### src/rtl/mips_muldiv_unit.sv
// mips_muldiv_unit
//   Iterative multiply/divide unit holding the architectural HI/LO registers.
//   Executes MULT/MULTU (MUL_STEP multiplier bits per cycle), DIV/DIVU
//   (restoring radix-2, one quotient bit per cycle) and the MTHI/MTLO moves.
//
// Ports
//   clk, rst           rising-edge clock, asynchronous active-high reset
//   start_i, funct_i   issue request and R-type funct, sampled only in IDLE
//   rs_i, rt_i         operands (multiplicand/dividend, multiplier/divisor)
//   abort_i            exception flush; drops an in-flight op without writeback
//   busy_o             high while an operation occupies the unit
//   done_o             one-cycle pulse, HI/LO just written by a MULT/DIV
//   div_by_zero_o      qualifies done_o: the division had a zero divisor
//   hi_o, lo_o         HI and LO registers
module mips_muldiv_unit #(
  parameter int DATA_WIDTH = 32,
  parameter int MUL_STEP   = 2
) (
  input  logic                  clk,
  input  logic                  rst,
  input  logic                  start_i,
  input  logic [5:0]            funct_i,
  input  logic [DATA_WIDTH-1:0] rs_i,
  input  logic [DATA_WIDTH-1:0] rt_i,
  input  logic                  abort_i,
  output logic                  busy_o,
  output logic                  done_o,
  output logic                  div_by_zero_o,
  output logic [DATA_WIDTH-1:0] hi_o,
  output logic [DATA_WIDTH-1:0] lo_o
);
  localparam int W     = DATA_WIDTH;
  localparam int N_MUL = W / MUL_STEP;
  localparam int CW    = $clog2(W);
  localparam logic [CW-1:0] C_MUL_LAST = CW'(N_MUL - 1);
  localparam logic [CW-1:0] C_DIV_LAST = CW'(W - 1);

  localparam logic [5:0] F_MTHI  = 6'd17;
  localparam logic [5:0] F_MTLO  = 6'd19;
  localparam logic [5:0] F_MULT  = 6'd24;
  localparam logic [5:0] F_MULTU = 6'd25;
  localparam logic [5:0] F_DIV   = 6'd26;
  localparam logic [5:0] F_DIVU  = 6'd27;

  typedef enum logic [1:0] {S_IDLE, S_MUL, S_DIV, S_FIX} state_t;

  state_t          r_state, w_next;
  // Shared accumulator. MUL: {partial product high, remaining multiplier bits}.
  // DIV: {partial remainder, dividend bits shifting out / quotient bits in}.
  logic [2*W-1:0]  r_acc;
  logic [W-1:0]    r_mcand;   // multiplicand or divisor magnitude
  logic [CW-1:0]   r_cnt;
  logic            r_neg_q, r_neg_r, r_is_div, r_dbz;
  logic            r_done, r_dbz_o;
  logic [W-1:0]    r_hi, r_lo;

  logic            w_go, w_is_mul, w_is_div, w_signed, w_rs_neg, w_rt_neg, w_rt_zero;
  logic [W-1:0]    w_rs_mag, w_rt_mag, w_hi_raw, w_lo_raw;
  logic [W+MUL_STEP-1:0] w_pp, w_msum;
  logic [2*W-1:0]  w_mul_next, w_div_next;
  logic [W:0]      w_trial;

  // Issue decode; an abort in the same cycle suppresses every start.
  assign w_go      = (r_state == S_IDLE) && start_i && !abort_i;
  assign w_is_mul  = (funct_i == F_MULT) || (funct_i == F_MULTU);
  assign w_is_div  = (funct_i == F_DIV)  || (funct_i == F_DIVU);
  assign w_signed  = (funct_i == F_MULT) || (funct_i == F_DIV);
  assign w_rs_neg  = w_signed && rs_i[W-1];
  assign w_rt_neg  = w_signed && rt_i[W-1];
  assign w_rs_mag  = w_rs_neg ? -rs_i : rs_i;
  assign w_rt_mag  = w_rt_neg ? -rt_i : rt_i;
  assign w_rt_zero = (rt_i == '0);

  // Multiply step: add multiplicand x low MUL_STEP multiplier bits into the
  // upper half, then shift the whole accumulator right by MUL_STEP. The sum
  // never exceeds W+MUL_STEP bits, so nothing is lost.
  assign w_pp       = {{MUL_STEP{1'b0}}, r_mcand} * {{W{1'b0}}, r_acc[MUL_STEP-1:0]};
  assign w_msum     = {{MUL_STEP{1'b0}}, r_acc[2*W-1:W]} + w_pp;
  assign w_mul_next = (2*W)'({w_msum, r_acc[W-1:0]} >> MUL_STEP);

  // Restoring divide step: trial-subtract the divisor from the shifted
  // remainder; keep the difference and set the quotient bit if it did not borrow.
  assign w_trial    = r_acc[2*W-1:W-1] - {1'b0, r_mcand};
  assign w_div_next = w_trial[W] ? {r_acc[2*W-2:0], 1'b0}
                                 : {w_trial[W-1:0], r_acc[W-2:0], 1'b1};

  assign w_hi_raw = r_acc[2*W-1:W];
  assign w_lo_raw = r_acc[W-1:0];

  always_comb begin
    w_next = r_state;
    case (r_state)
      S_IDLE: if (w_go) begin
        if (w_is_mul)      w_next = S_MUL;
        else if (w_is_div) w_next = w_rt_zero ? S_FIX : S_DIV;
      end
      S_MUL:  if (abort_i) w_next = S_IDLE; else if (r_cnt == '0) w_next = S_FIX;
      S_DIV:  if (abort_i) w_next = S_IDLE; else if (r_cnt == '0) w_next = S_FIX;
      S_FIX:  w_next = S_IDLE;
      default: w_next = S_IDLE;
    endcase
  end

  always_ff @(posedge clk or posedge rst) begin
    if (rst) r_state <= S_IDLE;
    else     r_state <= w_next;
  end

  always_ff @(posedge clk or posedge rst) begin
    if (rst) begin
      r_acc    <= '0;
      r_mcand  <= '0;
      r_cnt    <= '0;
      r_neg_q  <= 1'b0;
      r_neg_r  <= 1'b0;
      r_is_div <= 1'b0;
      r_dbz    <= 1'b0;
      r_done   <= 1'b0;
      r_dbz_o  <= 1'b0;
      r_hi     <= '0;
      r_lo     <= '0;
    end else begin
      r_done  <= (r_state == S_FIX) && !abort_i;
      r_dbz_o <= (r_state == S_FIX) && !abort_i && r_dbz;
      case (r_state)
        S_IDLE: if (w_go) begin
          if (funct_i == F_MTHI) r_hi <= rs_i;
          if (funct_i == F_MTLO) r_lo <= rs_i;
          if (w_is_mul) begin
            r_acc    <= {{W{1'b0}}, w_rt_mag};
            r_mcand  <= w_rs_mag;
            r_neg_q  <= w_rs_neg ^ w_rt_neg;
            r_neg_r  <= w_rs_neg;
            r_is_div <= 1'b0;
            r_dbz    <= 1'b0;
            r_cnt    <= C_MUL_LAST;
          end else if (w_is_div) begin
            r_is_div <= 1'b1;
            r_cnt    <= C_DIV_LAST;
            if (w_rt_zero) begin
              // Preload the fixed result; FIX passes it through unsigned.
              r_acc   <= {rs_i, {W{1'b1}}};
              r_neg_q <= 1'b0;
              r_neg_r <= 1'b0;
              r_dbz   <= 1'b1;
            end else begin
              r_acc   <= {{W{1'b0}}, w_rs_mag};
              r_mcand <= w_rt_mag;
              r_neg_q <= w_rs_neg ^ w_rt_neg;
              r_neg_r <= w_rs_neg;
              r_dbz   <= 1'b0;
            end
          end
        end
        S_MUL: begin
          r_acc <= w_mul_next;
          r_cnt <= r_cnt - 1'b1;
        end
        S_DIV: begin
          r_acc <= w_div_next;
          r_cnt <= r_cnt - 1'b1;
        end
        S_FIX: if (!abort_i) begin
          if (r_is_div) begin
            r_lo <= r_neg_q ? -w_lo_raw : w_lo_raw;
            r_hi <= r_neg_r ? -w_hi_raw : w_hi_raw;
          end else begin
            // Product is negated as one 2W-bit value.
            {r_hi, r_lo} <= r_neg_q ? -r_acc : r_acc;
          end
        end
        default: ;
      endcase
    end
  end

  assign busy_o        = (r_state != S_IDLE);
  assign done_o        = r_done;
  assign div_by_zero_o = r_dbz_o;
  assign hi_o          = r_hi;
  assign lo_o          = r_lo;
endmodule

### config.mk
export PLATFORM = sky130hd
export DESIGN_NAME = mips_muldiv_unit
export DESIGN_NICKNAME = d
export VERILOG_FILES = /design/src/rtl/mips_muldiv_unit.sv
export SDC_FILE = /design/constraint.sdc
export NUM_CORES = 1
export LEC_CHECK = 0
export ABC_CLOCK_PERIOD_IN_PS = 5800
export CAP_MARGIN = 10
export CORE_MARGIN = 5
export CORE_UTILIZATION = 45
export DETAILED_ROUTE_END_ITERATION = 16
export GPL_ROUTABILITY_DRIVEN = 1
export PLACE_DENSITY = 0.62
export SYNTH_ARGS = -nofsm -noshare
export SYNTH_HDL_FRONTEND = slang
export SYNTH_SLANG_ARGS = --single-unit
### constraint.sdc
create_clock -name clk -period 5.8 [get_ports clk]
set_input_delay 0.58 -clock clk [delete_from_list [all_inputs] [get_ports clk]]
set_output_delay 0.58 -clock clk [all_outputs]
set_load 0.02 [all_outputs]
==> parameters.txt <==
Parameter                              Value

Status
  Run status    finished, final reports clean

STA
  Fin crit share    84.49%
  Slew margin rel.    11.98%
  Actual transition at the worst max-transition pin    1.320 ns
  Pins Over Slew Limit    0
  Worst clock skew    0.01408 ns
  TNS Setup    0 ns
  Number of failing setup endpoints in the final timing report    0
  F_max    204.1 MHz
  Setup repair after global routing missed its margin    false
  Final worst path period need    4.900 ns
  Final Hold Fails    0

Floorplan
  Ports placed on the boundary    141
  Core footprint    37400 µm²
  Die width    203.8 µm
  Starting density of the core    45.20%
  Total die area    41550 µm²
  Site Rows    71
  Chip height    203.8 µm

Pwr
  Relative contribution of the clock network to total power    10.1%
  Switching Share    54.99%
  Net switching power    6.813 mW
  Part of the total power dissipated in combinational logic    69.7%
  Sequential share of power    20.2%
  Total power divided by cell area    641.2 nW/µm²
  Total internal power    5.575 mW
  VDD IR max    475.5 µV
  Lkg Pwr    8.391 nW
  Total power of the final layout    12.39 mW

Worst setup path
  Arrival time reported for the critical path endpoint    5.25 ns
  Largest fanout of any net on the critical path    25
  Setup slack on the worst flop-to-flop path    0.90 ns
  Data required time of the worst path    6.15 ns
  Worst setup SP type    register
  Category of the worst setup path capture point    register
  Critical Setup Path Class    reg -> reg
  Cell count of the worst reg-to-reg path    13

Clock network
  Clock slew seen by the registers of the worst setup and hold paths    0.08 ns
  Setup Buffers After CTS    0
  Clock latency at the later pin of the worst-skew pair    0.47 ns
  Clock buffer count from CTS    17
  Clock tree from TritonCTS    done
  Clk buf depth    2
  Post-cts hold buffer count    0
  H-tree levels    4
  Buffer type at the clock tree root    sky130_fd_sc_hd__clkbuf_16
  Number of clock sinks    173
  Quantity of gates resized following cts    0

GRT
  GR Overflow Total    0
  Global router's overall resource usage    33.67%
  Antenna violations before repair    1
  Maximum number of pins on one net before global-route repair    95
  Vias in the first global route    16690
  Wire length of the first global-routing pass    106.5 mm

Synth
  Share of synthesized area occupied by flip-flops and latches    25.61%
  YS warnings    0
  Cell Area, Synth    16910 µm²
  Register bit total from synthesis    173
  Distinct cell type count of the synthesized netlist    85
  Gate count of the mapped netlist    2214
  Mapped Avg Cell Area    7.636 µm²
  Top_reg_cell synth    sky130_fd_sc_hd__dfrtp_1
  Number of enable-type register cells in the synthesized netlist    0
  Number of nets in the synthesized netlist    2397
  Post-synthesis async set-or-reset flop share    100.0%

Placed design
  IO buf count    140
  Final RePlAce weighted congestion    1.014
  DPL Wire Length    54.36 mm
  Placed standard-cell area    18710 µm²

Final layout
  Commonest cells after routing, fill and taps aside    277 x sky130_fd_sc_hd__nand2_1, 218 x sky130_fd_sc_hd__o21ai_0, 178 x sky130_fd_sc_hd__a21oi_1
  Area growth syn-to-layout    14.27%
  Post-layout utilization of the core    51.65%
  Fraction of final layout cells with drive strength greater than 1    5.286%
  Most common cell after layout, fill and taps aside    sky130_fd_sc_hd__nand2_1
  Final standard cell area without fillers    19320 µm²
  Inserted Diodes    0
  Number of nets in the finished design    2440

Drt
  Remaining DRCs    0
  Vias per inst    6.365
  Detailed Route WL    71.28 mm
  Antenna violation net count after detailed routing    0
  Router iterations before antenna repair    6
  Routed wire length per instance    25.63 µm
  Via count    17700
  Drt first-iter violations    1995

Worst hold path
  Type of the most critical hold path    reg -> reg
  Hold Path Depth    2

Flow run
  Number of max-cap violations    0
-- final timing paths --
kind / from / endpoint
min: hi_o[12] / hi_o[12]
max: r_acc[1] / r_acc[62]
min reg2reg: hi_o[12] / hi_o[12]
max in group asynchronous: rst / r_acc[19]
min in group asynchronous: rst / hi_o[13]
max reg2reg: r_acc[1] / r_acc[62]
-- cell families (layout without fill, tap and decap cells) --
kind of cell | after synthesis | count (layout) | synth area share, %
muxes | 29 | 29 | 1.761
xor gates and xnor gates | 164 | 164 | 8.496
buffers and inverters | 310 | 366 | 7.068
DFF | 173 | 173 | 25.61
AOI/OAI and AO/OA | 752 | 752 | 27.95
adders and majority gates | 109 | 109 | 9.532
and+or+nand+nor | 677 | 677 | 19.59
-- per-stage QoR --
step / hold WS [ns] / cells / setup slack [ns]
floorplan: 0.4602 / 2214 / 0.5315
global placement: 0.4614 / 2749 / 1.076
detailed placement: 0.4665 / 2749 / 1.030
CTS: 0.4820 / 2781 / 1.026
global route: 0.4910 / 2781 / 0.7321
finish: 0.4769 / 2781 / 0.8997
-- cells in the mapped netlist, types with 6 or more instances --
cell type                  number  area, µm²
sky130_fd_sc_hd__ha_1          76      950.9
sky130_fd_sc_hd__nor2_1       115      431.7
sky130_fd_sc_hd__nor2b_1       11      68.82
sky130_fd_sc_hd__o41ai_1        9      78.83
sky130_fd_sc_hd__and2_1        21      131.4
sky130_fd_sc_hd__o22ai_1       21      131.4
sky130_fd_sc_hd__a22o_1        28      245.2
sky130_fd_sc_hd__buf_2         10      50.05
sky130_fd_sc_hd__o31ai_1       22      165.2
sky130_fd_sc_hd__or2_2         10      62.56
sky130_fd_sc_hd__o21a_1         9      67.56
sky130_fd_sc_hd__clkbuf_1     125      469.2
sky130_fd_sc_hd__a31oi_1       39      244.0
sky130_fd_sc_hd__a41oi_1        7      61.31
sky130_fd_sc_hd__a21o_1        61      457.9
sky130_fd_sc_hd__nor3_1        69      345.3
sky130_fd_sc_hd__buf_1          7      26.28
sky130_fd_sc_hd__or3_1         12      75.07
sky130_fd_sc_hd__nand3_1       37      185.2
sky130_fd_sc_hd__nand4_1       18      112.6
sky130_fd_sc_hd__nand2_1      277       1040
sky130_fd_sc_hd__inv_1        165      619.3
sky130_fd_sc_hd__mux2_2         6      67.56
sky130_fd_sc_hd__a22oi_1        6      45.04
sky130_fd_sc_hd__dfrtp_1      173       4329
sky130_fd_sc_hd__o211ai_1      31      232.7
sky130_fd_sc_hd__nor4_1        11      68.82
sky130_fd_sc_hd__mux2i_1       23      230.2
sky130_fd_sc_hd__a21boi_0       6      45.04
sky130_fd_sc_hd__a21oi_1      181      905.9
sky130_fd_sc_hd__nand2b_1      17      106.4
sky130_fd_sc_hd__a221oi_1      10      87.58
sky130_fd_sc_hd__or4_1         15      112.6
sky130_fd_sc_hd__xnor2_1       88      770.7
sky130_fd_sc_hd__and3_1        21      131.4
sky130_fd_sc_hd__a211oi_1      51      382.9
sky130_fd_sc_hd__xor2_1        76      665.6
sky130_fd_sc_hd__o21bai_1       6      45.04
sky130_fd_sc_hd__fa_1          33      660.6
sky130_fd_sc_hd__o21ai_0      219       1096
-- power groups by stage --
| stage | combinational (mW) | sequential (mW) | clock [mW] |
|---|---|---|---|
| after floorplan | 5.67 | 2.36 | 0 |
| after global placement | 8.39 | 2.48 | 0 |
| after detailed placement | 8.42 | 2.49 | 0 |
| after CTS | 8.47 | 2.46 | 1.25 |
| after global routing | 9.37 | 2.55 | 1.30 |
| final | 8.64 | 2.50 | 1.25 |
-- area by class of cell --
class,instances,area (µm²)
clock buffers,17,425.4
clock inverters,15,182.7
fillers,3652,18080
inverters,165,624.3
multi-input cells,1731,11480
flip-flops and latches,173,4330
well taps,511,639.4
repair buffers,169,1632
-- per-layer routing --
metal	wire, µm	share of wire (%)	track usage, %	vias up
met5	0	0	0	-
met4	4057	5.7	15.68	0
met3	6498	9.1	6.585	173
met2	30500	43	50.88	926
met1	30230	42	46.63	8636
li1	-	-	-	7966
-- critical path: stages (launching register included) --
cell and delay, ns:
sky130_fd_sc_hd__dfrtp_1 1.22, sky130_fd_sc_hd__nand2_1 0.19, sky130_fd_sc_hd__fa_1 0.56, sky130_fd_sc_hd__inv_1 0.04
sky130_fd_sc_hd__ha_1 0.33, sky130_fd_sc_hd__and3_1 0.19, sky130_fd_sc_hd__and3_1 0.21, sky130_fd_sc_hd__a31oi_1 0.13
sky130_fd_sc_hd__a211oi_1 0.57, sky130_fd_sc_hd__a21oi_1 0.37, sky130_fd_sc_hd__a21o_1 0.27, sky130_fd_sc_hd__o21ai_0 0.22
sky130_fd_sc_hd__mux2i_1 0.11, sky130_fd_sc_hd__o32a_1 0.34
-- registers in the layout, summed over array words and instances, names as in the netlist --
register,cells
r_neg_r,1
div_by_zero_o,1
r_mcand,32
r_state,2
lo_o,32
r_cnt,5
r_is_div,1
r_neg_q,1
r_dbz,1
done_o,1
r_acc,64
hi_o,32
Note: power is estimated with default switching activity, not from simulation.
